[src/rtl/serial_adder.sv]
// Multi-cycle adder/subtractor: WIDTH-bit operands consumed DIGIT bits per clock,
// with the carry rippling between cycles through a single register.
`timescale 1ns/1ps

module serial_adder #(
  parameter int WIDTH = 8,
  parameter int DIGIT = 1
) (
  input  logic             clk,
  input  logic             rst_n,
  input  logic             start,
  input  logic             sub,
  input  logic [WIDTH-1:0] a,
  input  logic [WIDTH-1:0] b,
  output logic             busy,
  output logic             done,
  output logic [WIDTH-1:0] sum,
  output logic             carry_out,
  output logic             overflow
);

  // state  | meaning
  // IDLE   | waiting for start
  // RUN    | one DIGIT slice added per clock, STEPS clocks total
  // DONE   | one-cycle result pulse; start here chains the next operation
  localparam int STEPS = WIDTH / DIGIT;
  localparam int CW    = (STEPS > 1) ? $clog2(STEPS) : 1;

  localparam logic [1:0] S_IDLE = 2'd0;
  localparam logic [1:0] S_RUN  = 2'd1;
  localparam logic [1:0] S_DONE = 2'd2;

  logic [1:0]       state;
  logic [WIDTH-1:0] a_sr;
  logic [WIDTH-1:0] b_sr;
  logic [WIDTH-1:0] res;
  logic             carry;
  logic             a_msb;
  logic             b_msb;
  logic [CW-1:0]    cnt;

  logic [DIGIT:0]   dsum;
  logic [WIDTH-1:0] res_nxt;
  logic             last;

  assign dsum    = {1'b0, a_sr[DIGIT-1:0]} + {1'b0, b_sr[DIGIT-1:0]} + (DIGIT+1)'(carry);
  // New digit enters at the top so the result is LSB-aligned after STEPS shifts.
  assign res_nxt = (res >> DIGIT) | (WIDTH'(dsum[DIGIT-1:0]) << (WIDTH - DIGIT));
  assign last    = (cnt == CW'(STEPS - 1));

  assign busy = (state == S_RUN);
  assign done = (state == S_DONE);

  always_ff @(posedge clk) begin
    if (!rst_n) begin
      state     <= S_IDLE;
      a_sr      <= '0;
      b_sr      <= '0;
      res       <= '0;
      carry     <= 1'b0;
      a_msb     <= 1'b0;
      b_msb     <= 1'b0;
      cnt       <= '0;
      sum       <= '0;
      carry_out <= 1'b0;
      overflow  <= 1'b0;
    end else begin
      case (state)
        S_RUN: begin
          a_sr  <= a_sr >> DIGIT;
          b_sr  <= b_sr >> DIGIT;
          res   <= res_nxt;
          carry <= dsum[DIGIT];
          if (last) begin
            state     <= S_DONE;
            sum       <= res_nxt;
            carry_out <= dsum[DIGIT];
            overflow  <= (a_msb == b_msb) && (res_nxt[WIDTH-1] != a_msb);
          end else begin
            cnt <= cnt + CW'(1);
          end
        end
        default: begin
          if (start) begin
            // Subtraction is a + ~b + 1; the +1 enters as the initial carry.
            state <= S_RUN;
            a_sr  <= a;
            b_sr  <= sub ? ~b : b;
            carry <= sub;
            a_msb <= a[WIDTH-1];
            b_msb <= sub ? ~b[WIDTH-1] : b[WIDTH-1];
            res   <= '0;
            cnt   <= '0;
          end else begin
            state <= S_IDLE;
          end
        end
      endcase
    end
  end

endmodule

[config.mk]
export PLATFORM = sky130hd
export DESIGN_NAME = serial_adder
export DESIGN_NICKNAME = d
export VERILOG_FILES = /design/src/rtl/serial_adder.sv
export SDC_FILE = /design/constraint.sdc
export NUM_CORES = 1
export LEC_CHECK = 0
export ABC_AREA = 1
export ABC_CLOCK_PERIOD_IN_PS = 1600
export BUFFER_PORTS_ARGS = -buffer_cell sky130_fd_sc_hd__buf_4
export CAP_MARGIN = 20
export CORE_ASPECT_RATIO = 0.7
export CORE_MARGIN = 3
export CORE_UTILIZATION = 45
export DETAILED_ROUTE_END_ITERATION = 8
export HOLD_SLACK_MARGIN = 0.03
export PLACE_DENSITY = 0.73
export SETUP_SLACK_MARGIN = 0.1
export SYNTH_ARGS = -nofsm -noshare
export SYNTH_HDL_FRONTEND = slang
export SYNTH_SLANG_ARGS = --single-unit
[constraint.sdc]
create_clock -name clk -period 1.6 [get_ports clk]
set_clock_uncertainty 0.1 [all_clocks]
set_input_delay 0.08 -clock clk [delete_from_list [all_inputs] [get_ports clk]]
set_output_delay 0.08 -clock clk [all_outputs]
set_load 0.01 [all_outputs]
Word level (Yosys, flattened, before mapping)
Index checks and enable logic that the tools add are counted.
{"block": "classes", "addsub": 3, "eq_ne": 7, "muxes": 16, "bitwise": 5, "n_reduce_logical": 6}
{"operator": "two-way mux 7 bit", "n": 4}
{"operator": "two-way mux 8 bit", "n": 3}
{"operator": "two-way mux 3 bit", "n": 3}
{"operator": "inverter 8 bit", "n": 1}
{"operator": "bitwise OR 7 x 8 -> 8 bit", "n": 1}
{"operator": "AND reduction 2 bit", "n": 3}
{"operator": "two-way mux 1 bit", "n": 4}
{"operator": "two-way mux 2 bit", "n": 2}
{"operator": "adder 3 x 1 -> 3 bit (second input constant)", "n": 1}
{"operator": "== test 3 bit (second input constant)", "n": 1}
{"operator": "inverter 1 bit", "n": 3}
{"operator": "adder 1 x 1 -> 2 bit", "n": 1}
{"operator": "adder 2 x 1 -> 2 bit", "n": 1}
{"operator": "== test 2 x 1 -> 1 bit (second input constant)", "n": 1}
{"operator": "== test 2 bit (second input constant)", "n": 1}
{"operator": "!= test 2 x 1 -> 1 bit (second input constant)", "n": 1}
{"operator": "!= test 2 bit (second input constant)", "n": 1}
{"operator": "nonzero test 2 bit", "n": 1}
{"operator": "OR reduction 2 bit", "n": 1}
{"operator": "== test 1 bit", "n": 1}
{"operator": "logical AND 1 bit", "n": 1}
{"operator": "!= test 1 bit", "n": 1}
{"block": "totals", "regBits": 42, "inputBits": 20, "out_inout_bits": 12, "word_cells": 50}

Longest topological paths before layout
Gate-level depths: netlist of the first run.
{"block": "depth", "depth_word": 5, "ltp_mapped": 8, "depth_no_buf": 8}

Least setup slack after synthesis of the first run
No wires, ideal clock.
{"block": "synth_timing", "path_kind": "register -> register", "start": "register a_sr[0]", "end": "register overflow", "setup_ps": 110, "arrival_ps": 1173, "required_ps": 1390, "setup_slack_ps": 217, "path_stages_with_launch": 8, "n_path_buf": 0, "synth_period_minus_slack_ps": 1383, "path_cell_list": "dfxtp_1 > inv_1 > fa_1 > inv_1 > nand2_1 > nand3_1 > nand3_1 > inv_1"}
{"block": "synth_via", "elab_chain_cells": 5}
{"item": "start: declaration", "line_no": "34", "source": "logic [WIDTH-1:0] a_sr;"}
{"item": "start signal: assignment", "line_no": "70", "source": "a_sr <= a_sr >> DIGIT;"}
{"item": "adder 1 x 1 -> 2 bit", "line_no": "46", "source": "assign dsum = {1'b0, a_sr[DIGIT-1:0]} + {1'b0, b_sr[DIGIT-1:0]} + (DIGIT+1)'(carry);"}
{"item": "adder 2 x 1 -> 2 bit", "line_no": "46"}
{"item": "bitwise OR 7 x 8 -> 8 bit", "line_no": "48", "source": "assign res_nxt = (res >> DIGIT) | (WIDTH'(dsum[DIGIT-1:0]) << (WIDTH - DIGIT));"}
{"item": "!= test 1 bit", "line_no": "78", "source": "overflow <= (a_msb == b_msb) && (res_nxt[WIDTH-1] != a_msb);"}
{"item": "logical AND 1 bit", "line_no": "78"}
{"item": "end signal: assignment", "line_no": "78"}
{"item": "end: declaration", "line_no": "19", "source": "output logic overflow"}
No other way between the ends.
A chain may end at the register's enable or synchronous reset.

Final worst setup path of the first run
{"block": "layout_timing", "start": "register state[1]", "end": "output port busy"}
{"block": "layout_via", "elab_chain_cells": 1}
{"item": "start: declaration", "line_no": "33", "source": "logic [1:0] state;"}
{"item": "start signal: assignment", "line_no": "56", "source": "state <= S_IDLE;"}
{"item": "start signal: assignment", "line_no": "75", "source": "state <= S_DONE;"}
{"item": "start signal: assignment", "line_no": "86", "source": "state <= S_RUN;"}
{"item": "== test 2 x 1 -> 1 bit", "line_no": "51", "source": "assign busy = (state == S_RUN);"}
{"item": "end: declaration", "line_no": "15", "source": "output logic busy,"}
No other way between the ends.

==> qor.yml, run 1 <==
status:
  status: "finished, final reports clean"
synthesis:
  synth_cell_types: 23
  synth_mux_area_share_pct: 0
  synth_seq_cells: 41
  yosysSeqAreaShare_pct: 44.8
  synth_common_cells: "nand2_1, nand3_1, dfxtp_1"
  yosysMostFrequentCell: "nand2_1"
  yosysWarnings: 0
  synthArstFlopShare_pct: 0
  synth-compound-area-share_pct: 4.92
  synth_fa_ha_area_share_pct: 2.46
  yosys_most_used_dff: "dfxtp_1"
  synth_top_family_by_area: "simple AND/OR/NAND/NOR gates"
  synth-xor-area-share_pct: 3.83
  synth.top_cell.area_share_pct: 44.8
  yosys.area.top_type: "dfxtp_1"
  synth_edf_count: 0
  synthCells: 254
  syn_avg_cell_area_sq_um: 7.21
  synth_area_leaders: "dfxtp_1, nand2_1, nand3_1, nor2_1, inv_1"
  synth_nets: 277
  synth_area_sq_um: 1830
  yosys.area_share.simple_pct: 34.2
route:
  wl_mm: 3.91
  firstDrtPassIters: 4
  detail-route-antenna-nets: 0
  wire_per_inst_microns: 11.4
  drt_iter0_markers: 109
  vias: 1675
  drcViolationCount: 0
  vias_per_cell: 4.90
timing:
  slew_viol_final: 0
  tightest_slew_ps: 336
  layout_setup_ws_ps: 152
  slew-limit-headroom_pct: 77.6
  maxClockFrequency_ghz: 0.691
  min_period_over_period_pct: 90.5
  final.setup.tns_ps: 0
  hold_viol_final: 0
  rsz0062_at_grt: "yes"
  min_period_ps: 1450
  setup_viol: 0
clock_network:
  cts_tree: "done"
  htree_levels: 2
  clk_path_buf_depth: 2
  cts_made_buffers: 5
  clk_pin_slew_worst_paths_ps: 80
  post-cts-setup-buffers: 0
  worstSkewPairLatency_ps: 290
  cts.sinks: 41
  clockRootBuffer: "clkbuf_8"
cells_and_area:
  seq_area_sq_um: 823
  final_layout_size_suffix_gt1_share_pct: 20.2
  utilization_pct: 61.7
  fill_cells: 350
  multi_input_area_sq_um: 852
  syn2layout_area_growth_pct: 25.3
  final_nets: 314
  num_antenna_cells: 0
worst_setup_path:
  cp.required_ps: 1420
  critPathKind: "reg -> out"
  crit_fanout: 14
  cp.arrival_ps: 1270
  critPathLaunchType: "register"
  end_kind: "output port"
job:
  cap_violations: 0
min_path:
  hold_class: "in -> reg"
power_and_ir_drop:
  ir_drop_v: 0.000500
  p_leak_nw: 1.10
  powerDensity_nw_per_um2: 953
  finalPower_mw: 2.19
floorplanning:
  rows: 18
  start_util_pct: 49.3
  dieWidth_microns: 82.2
  coreArea_sq_um: 3720
  io_pins: 32
  design.die.area_sq_um: 4880
  die_y_microns: 59.4
global_route:
  overflow: 0
  grt_usage_pct: 17.4
  grt_pass1_vias: 1489
  grt_pass1_wl_mm: 6.56
  grt_max_degree: 24
  antenna_found_initial: 0
placement:
  place_congestion: 0.779
  hpwl_mm: 2.67
  dpl_worst_slack_ps: 143
  port_buffers: 31
[cells in the final DEF, fill, tap and decap left out, types with 2 or more instances in the layout]
master	synthesis	routed
nand2_1	67	66
nand3_1	45	44
dfxtp_1	41	39
buf_4	2	33
nor2_1	32	32
inv_1	20	17
a21oi_1	10	10
dlygate4sd3_1	0	8
xnor2_1	7	7
inv_2	4	6
o21ai_0	5	5
clkbuf_8	0	5
nand2_4	1	2
nand2_2	2	2
dfxtp_2	0	2
[timing repair]
action,CTS,global route
setup endpoints to repair,1,11
pin swaps,0,1
resized for setup,1,12
endpoints found under the hold margin,10,0
hold buffers,8,0
[sequential cells by signal, summed over array words and instances, names as in the netlist]
signal / cells
cnt: 3
carry_out: 1
a_sr: 8
a_msb: 1
state: 2
b_sr: 8
res: 7
overflow: 1
b_msb: 1
carry: 1
sum: 8
[power breakdown]
group	internal (mW)	total [mW]	switching, mW
Sequential	1.06	1.08	0.0230
Combinational	0.117	0.266	0.149
Clock	0.467	0.838	0.371
Total	1.64	2.19	0.543
[area by class of cell]
type / count / share of cell area, %
Multi-Input combinational cell: 176 / 37.2
Sequential cell: 41 / 35.9
Timing Repair Buffer: 42 / 14.8
Inverter: 25 / 4.42
Clock buffer: 5 / 3.00
Tap cell: 50 / 2.73
Clock inverter: 3 / 2.02
[critical path: stages (launching register included)]
cell and delay, ps:
dfxtp_1 310, inv_2 90, nand2_4 130, inv_6 140, buf_6 170, buf_4 130
[path summary, 6_finish.rpt]
check                             start                    end  slack (ps)  cells after the start
setup / recovery  state[1]$_SDFFE_PN0P_                   busy         150                      5
hold / removal                     b[3]   b_sr[3]$_SDFFE_PN0P_          30                      5
setup reg to reg     carry$_SDFFE_PN0P_  overflow$_SDFFE_PN0P_         170                      7
hold reg to reg     res[2]$_SDFFE_PN0P_    sum[1]$_SDFFE_PN0P_         370                      2
[cell families after synthesis]
| logic type | after synthesis |
|---|---|
| simple gates | 148 |
| compound gates | 17 |
| fa+ha+maj | 3 |
| buf+inv | 37 |
| xor+xnor | 8 |
| flops | 41 |
[stage by stage]
stage	area (sq um)	hold WS [ps]	instances
finish	2290	34.9	342
global route	2290	47.2	342
CTS	2270	33.7	342
detailed placement	2070	282	326
global placement	2070	256	326
floorplan	1830	124	254
[routing by layer]
| metal | part of all wire [%] | vias up | wire (microns) | track usage, % |
|---|---|---|---|---|
| met5 | 0 | - | 0 | 0 |
| met4 | 0.59 | 0 | 23 | 5.69 |
| met3 | 5.5 | 4 | 216 | 4.10 |
| met2 | 42 | 42 | 1620 | 25.9 |
| met1 | 52 | 758 | 2050 | 24.9 |
| li1 | - | 871 | - | - |
Power figures use the tool's default switching activity.
==> run 2: changes to the inputs <==
--- a/config.mk
+++ b/config.mk
@@ -5,7 +5,6 @@
 export SDC_FILE = /design/constraint.sdc
 export NUM_CORES = 1
 export LEC_CHECK = 0
-export ABC_AREA = 1
 export ABC_CLOCK_PERIOD_IN_PS = 1600
 export BUFFER_PORTS_ARGS = -buffer_cell sky130_fd_sc_hd__buf_4
 export CAP_MARGIN = 20
==> qor.yml, run 2 <==
synthesis:
  synth_cell_types: 36  # +57%
  synth.top_cell.area_share_pct: 45.0  # +0.18 points
  yosysWarnings: 0  # unchanged
  yosys.area.top_type: "dfxtp_1"
  synth_common_cells: "dfxtp_1, nand2_1, nor2_1"
  synthArstFlopShare_pct: 0  # unchanged
  synthCells: 203  # -20%
  synth_nets: 226  # -18%
  synth_edf_count: 0  # unchanged
  synth_seq_cells: 41  # unchanged
  synth_area_leaders: "dfxtp_1, nand2_1, a21oi_1, nand3_1, nor2_1"
  syn_avg_cell_area_sq_um: 8.98  # +25%
  yosysSeqAreaShare_pct: 45.0  # +0.18 points
  synth_area_sq_um: 1820  # -0.41%
  yosysMostFrequentCell: "dfxtp_1"
  yosys_most_used_dff: "dfxtp_1"
route:
  met3_length_microns: 214  # -0.93%
  wl_met1_mm: 2.12  # +3.9%
  met2_length_mm: 1.59  # -1.8%
  wire_per_inst_microns: 13.5  # +18%
  top_layer: "met4"
  drcViolationCount: 0  # unchanged
  detail-route-antenna-nets: 0  # unchanged
  vias_per_cell: 5.29  # +8.0%
  firstDrtPassIters: 4  # unchanged
  wl_mm: 3.96  # +1.3%
  drt_iter0_markers: 92  # -16%
  vias: 1550  # -7.5%
worst_setup_path:
  critPathLaunchType: "register"
  end_kind: "output port"
  crit_fanout: 16  # +2
  critPathKind: "reg -> out"
  path_cells: "nand2b_4, inv_6, buf_4"
  slowest_delay_ps: 470  # +160 ps
  crit_slowest_cell: "dfxtp_1"
  cp.arrival_ps: 1320  # +50 ps
  cp.required_ps: 1420  # about the same
clock_network:
  cts_made_buffers: 5  # unchanged
  htree_levels: 2  # unchanged
  worstSkewPairLatency_ps: 290  # about the same
  clk_path_buf_depth: 2  # unchanged
  clk_pin_slew_worst_paths_ps: 80  # about the same
  clockRootBuffer: "clkbuf_8"
  cts.sinks: 41  # unchanged
  cts_tree: "done"
floorplanning:
  die_y_microns: 59.3  # -0.19%
  coreArea_sq_um: 3690  # -0.61%
  design.die.area_sq_um: 4860  # -0.37%
  start_util_pct: 49.4  # +0.097 points
  dieWidth_microns: 82.1  # -0.19%
  rows: 18  # unchanged
  io_pins: 32  # unchanged
timing:
  slew_viol_final: 0  # unchanged
  hold_viol_final: 0  # unchanged
  final.setup.tns_ps: 0  # unchanged
  setup_viol: 0  # unchanged
  min_period_ps: 1500  # +52.8 ps
  rsz0062_at_grt: "yes"
  min_period_over_period_pct: 93.8  # +3.3 points
  maxClockFrequency_ghz: 0.666  # -3.5%
  slew-limit-headroom_pct: 76.8  # -0.75 points
  tightest_slew_ps: 347  # +11.2 ps
status:
  status: "finished, final reports clean"
cells_and_area:
  final_layout_size_suffix_gt1_share_pct: 28.8  # +8.6 points
  instances_no_fill: 293  # -14%
  final_cell_mix: "buf_4, dfxtp_1, nand2_1"
  fill_cells: 346  # -1.1%
  num_antenna_cells: 0  # unchanged
  final_nets: 266  # -15%
  final_area_sq_um: 2300  # +0.22%
  final_common_cell: "buf_4"
  largestRegisters: "a_sr x8, b_sr x8, sum x8"
  syn2layout_area_growth_pct: 26.1
  utilization_pct: 62.2  # +0.51 points
min_path:
  hold_class: "in -> reg"
power_and_ir_drop:
  powerDensity_nw_per_um2: 898  # -5.8%
  ir_drop_v: 0.000671  # +34%
  p_leak_nw: 0.922  # -16%
placement:
  port_buffers: 31  # unchanged
  place_area_sq_um: 2070  # about the same
  place_congestion: 0.810  # +3.9%
  dp.cells: 275  # -16%
  hpwl_mm: 2.56  # -4.0%
global_route:
  grt_max_degree: 28  # +17%
  grt_pass1_wl_mm: 6.36  # -3.0%
  grt_pass1_vias: 1387  # -6.9%
  grt_usage_pct: 17.1  # -0.35 points
  overflow: 0  # unchanged
  antenna_found_initial: 0  # unchanged
job:
  cap_violations: 0  # unchanged
## run 2: changes by cell type in the layout (fill, tap and decap cells not counted), sizes merged, moves of 7 or more
cell	before	now
nor2	33	19
inv	25	6
nand2	70	26
nand3	45	15
mux2i	0	7
o31ai	0	7
a211oi	1	11
buf	34	44
a21oi	10	18
## run 2: per-stage QoR
stage / setup slack (ps) / hold slack [ps] / power [mW]
5_1_grt: 18.6 / 61.6 / 2.15
6_report: 99.2 / 35.7 / 2.06
3_3_place_gp: 96.2 / 239 / 1.37
4_1_cts: 116 / 41.2 / 2.06
2_1_floorplan: 118 / 127 / 1.30
3_5_place_dp: 68.8 / 247 / 1.37
## run 2: critical path: cells and delay by family (launching register included)
family        cells  cell delay, ps
flops             1             470
buf+inv           2             260
simple gates      1             300
## run 2: logic make-up after synthesis
kind of cell             after synthesis  synth area share (%)
AND/OR/NAND/NOR                       68                  16.7
AO/OA/AOI/OAI                         54                  20.6
flip-flops                            41                  45.0
buffers and inverters                 22                  7.55
XOR/XNOR                               8                  3.84
multiplexers                           7                  3.84
adder cells (fa/ha/maj)                3                  2.47
## run 2: cell type report
cell class                      instances  area, sq um  area share (%)
Clock buffer                            7         86.3            3.76
Multi-Input combinational cell        140          897            39.0
Sequential cell                        41          825            35.9
Inverter                                6         27.5            1.20
Timing Repair Buffer                   49          400            17.4
Tap cell                               50         62.6            2.72
## run 2: final timing paths
| check | cells past startpoint | endpoint | startpoint | slack, ps |
|---|---|---|---|---|
| max | 3 | busy | state[1]$_SDFFE_PN0P_ | 100 |
| min | 4 | b_sr[6]$_SDFFE_PN0P_ | b[6] | 40 |
| max reg2reg | 4 | overflow$_SDFFE_PN0P_ | b_sr[0]$_SDFFE_PN0P_ | 100 |
| min reg2reg | 2 | sum[5]$_SDFFE_PN0P_ | sum[5]$_SDFFE_PN0P_ | 360 |
## run 2: repair_timing
item	in CTS	in global routing
endpoints found under the setup margin	2	15
resized for setup	4	13
pin swaps	2	8
gates cloned	0	1
hold endpoints to repair	9	0
hold buffers	5	0
setup buffers	1	4
## run 2: where the power goes
group	internal, mW	switching [mW]	leakage, nW
clock	0.343	0.338	0.0443
combinational	0.138	0.149	0.541
sequential	1.07	0.0290	0.336
## run 2: routing by layer
layer | GRT usage [%] | vias up
met2 | 24.4 | 37
met4 | 4.27 | 0
met3 | 4.56 | 4
li1 | - | 788
met1 | 25.4 | 721
met5 | 0 | -
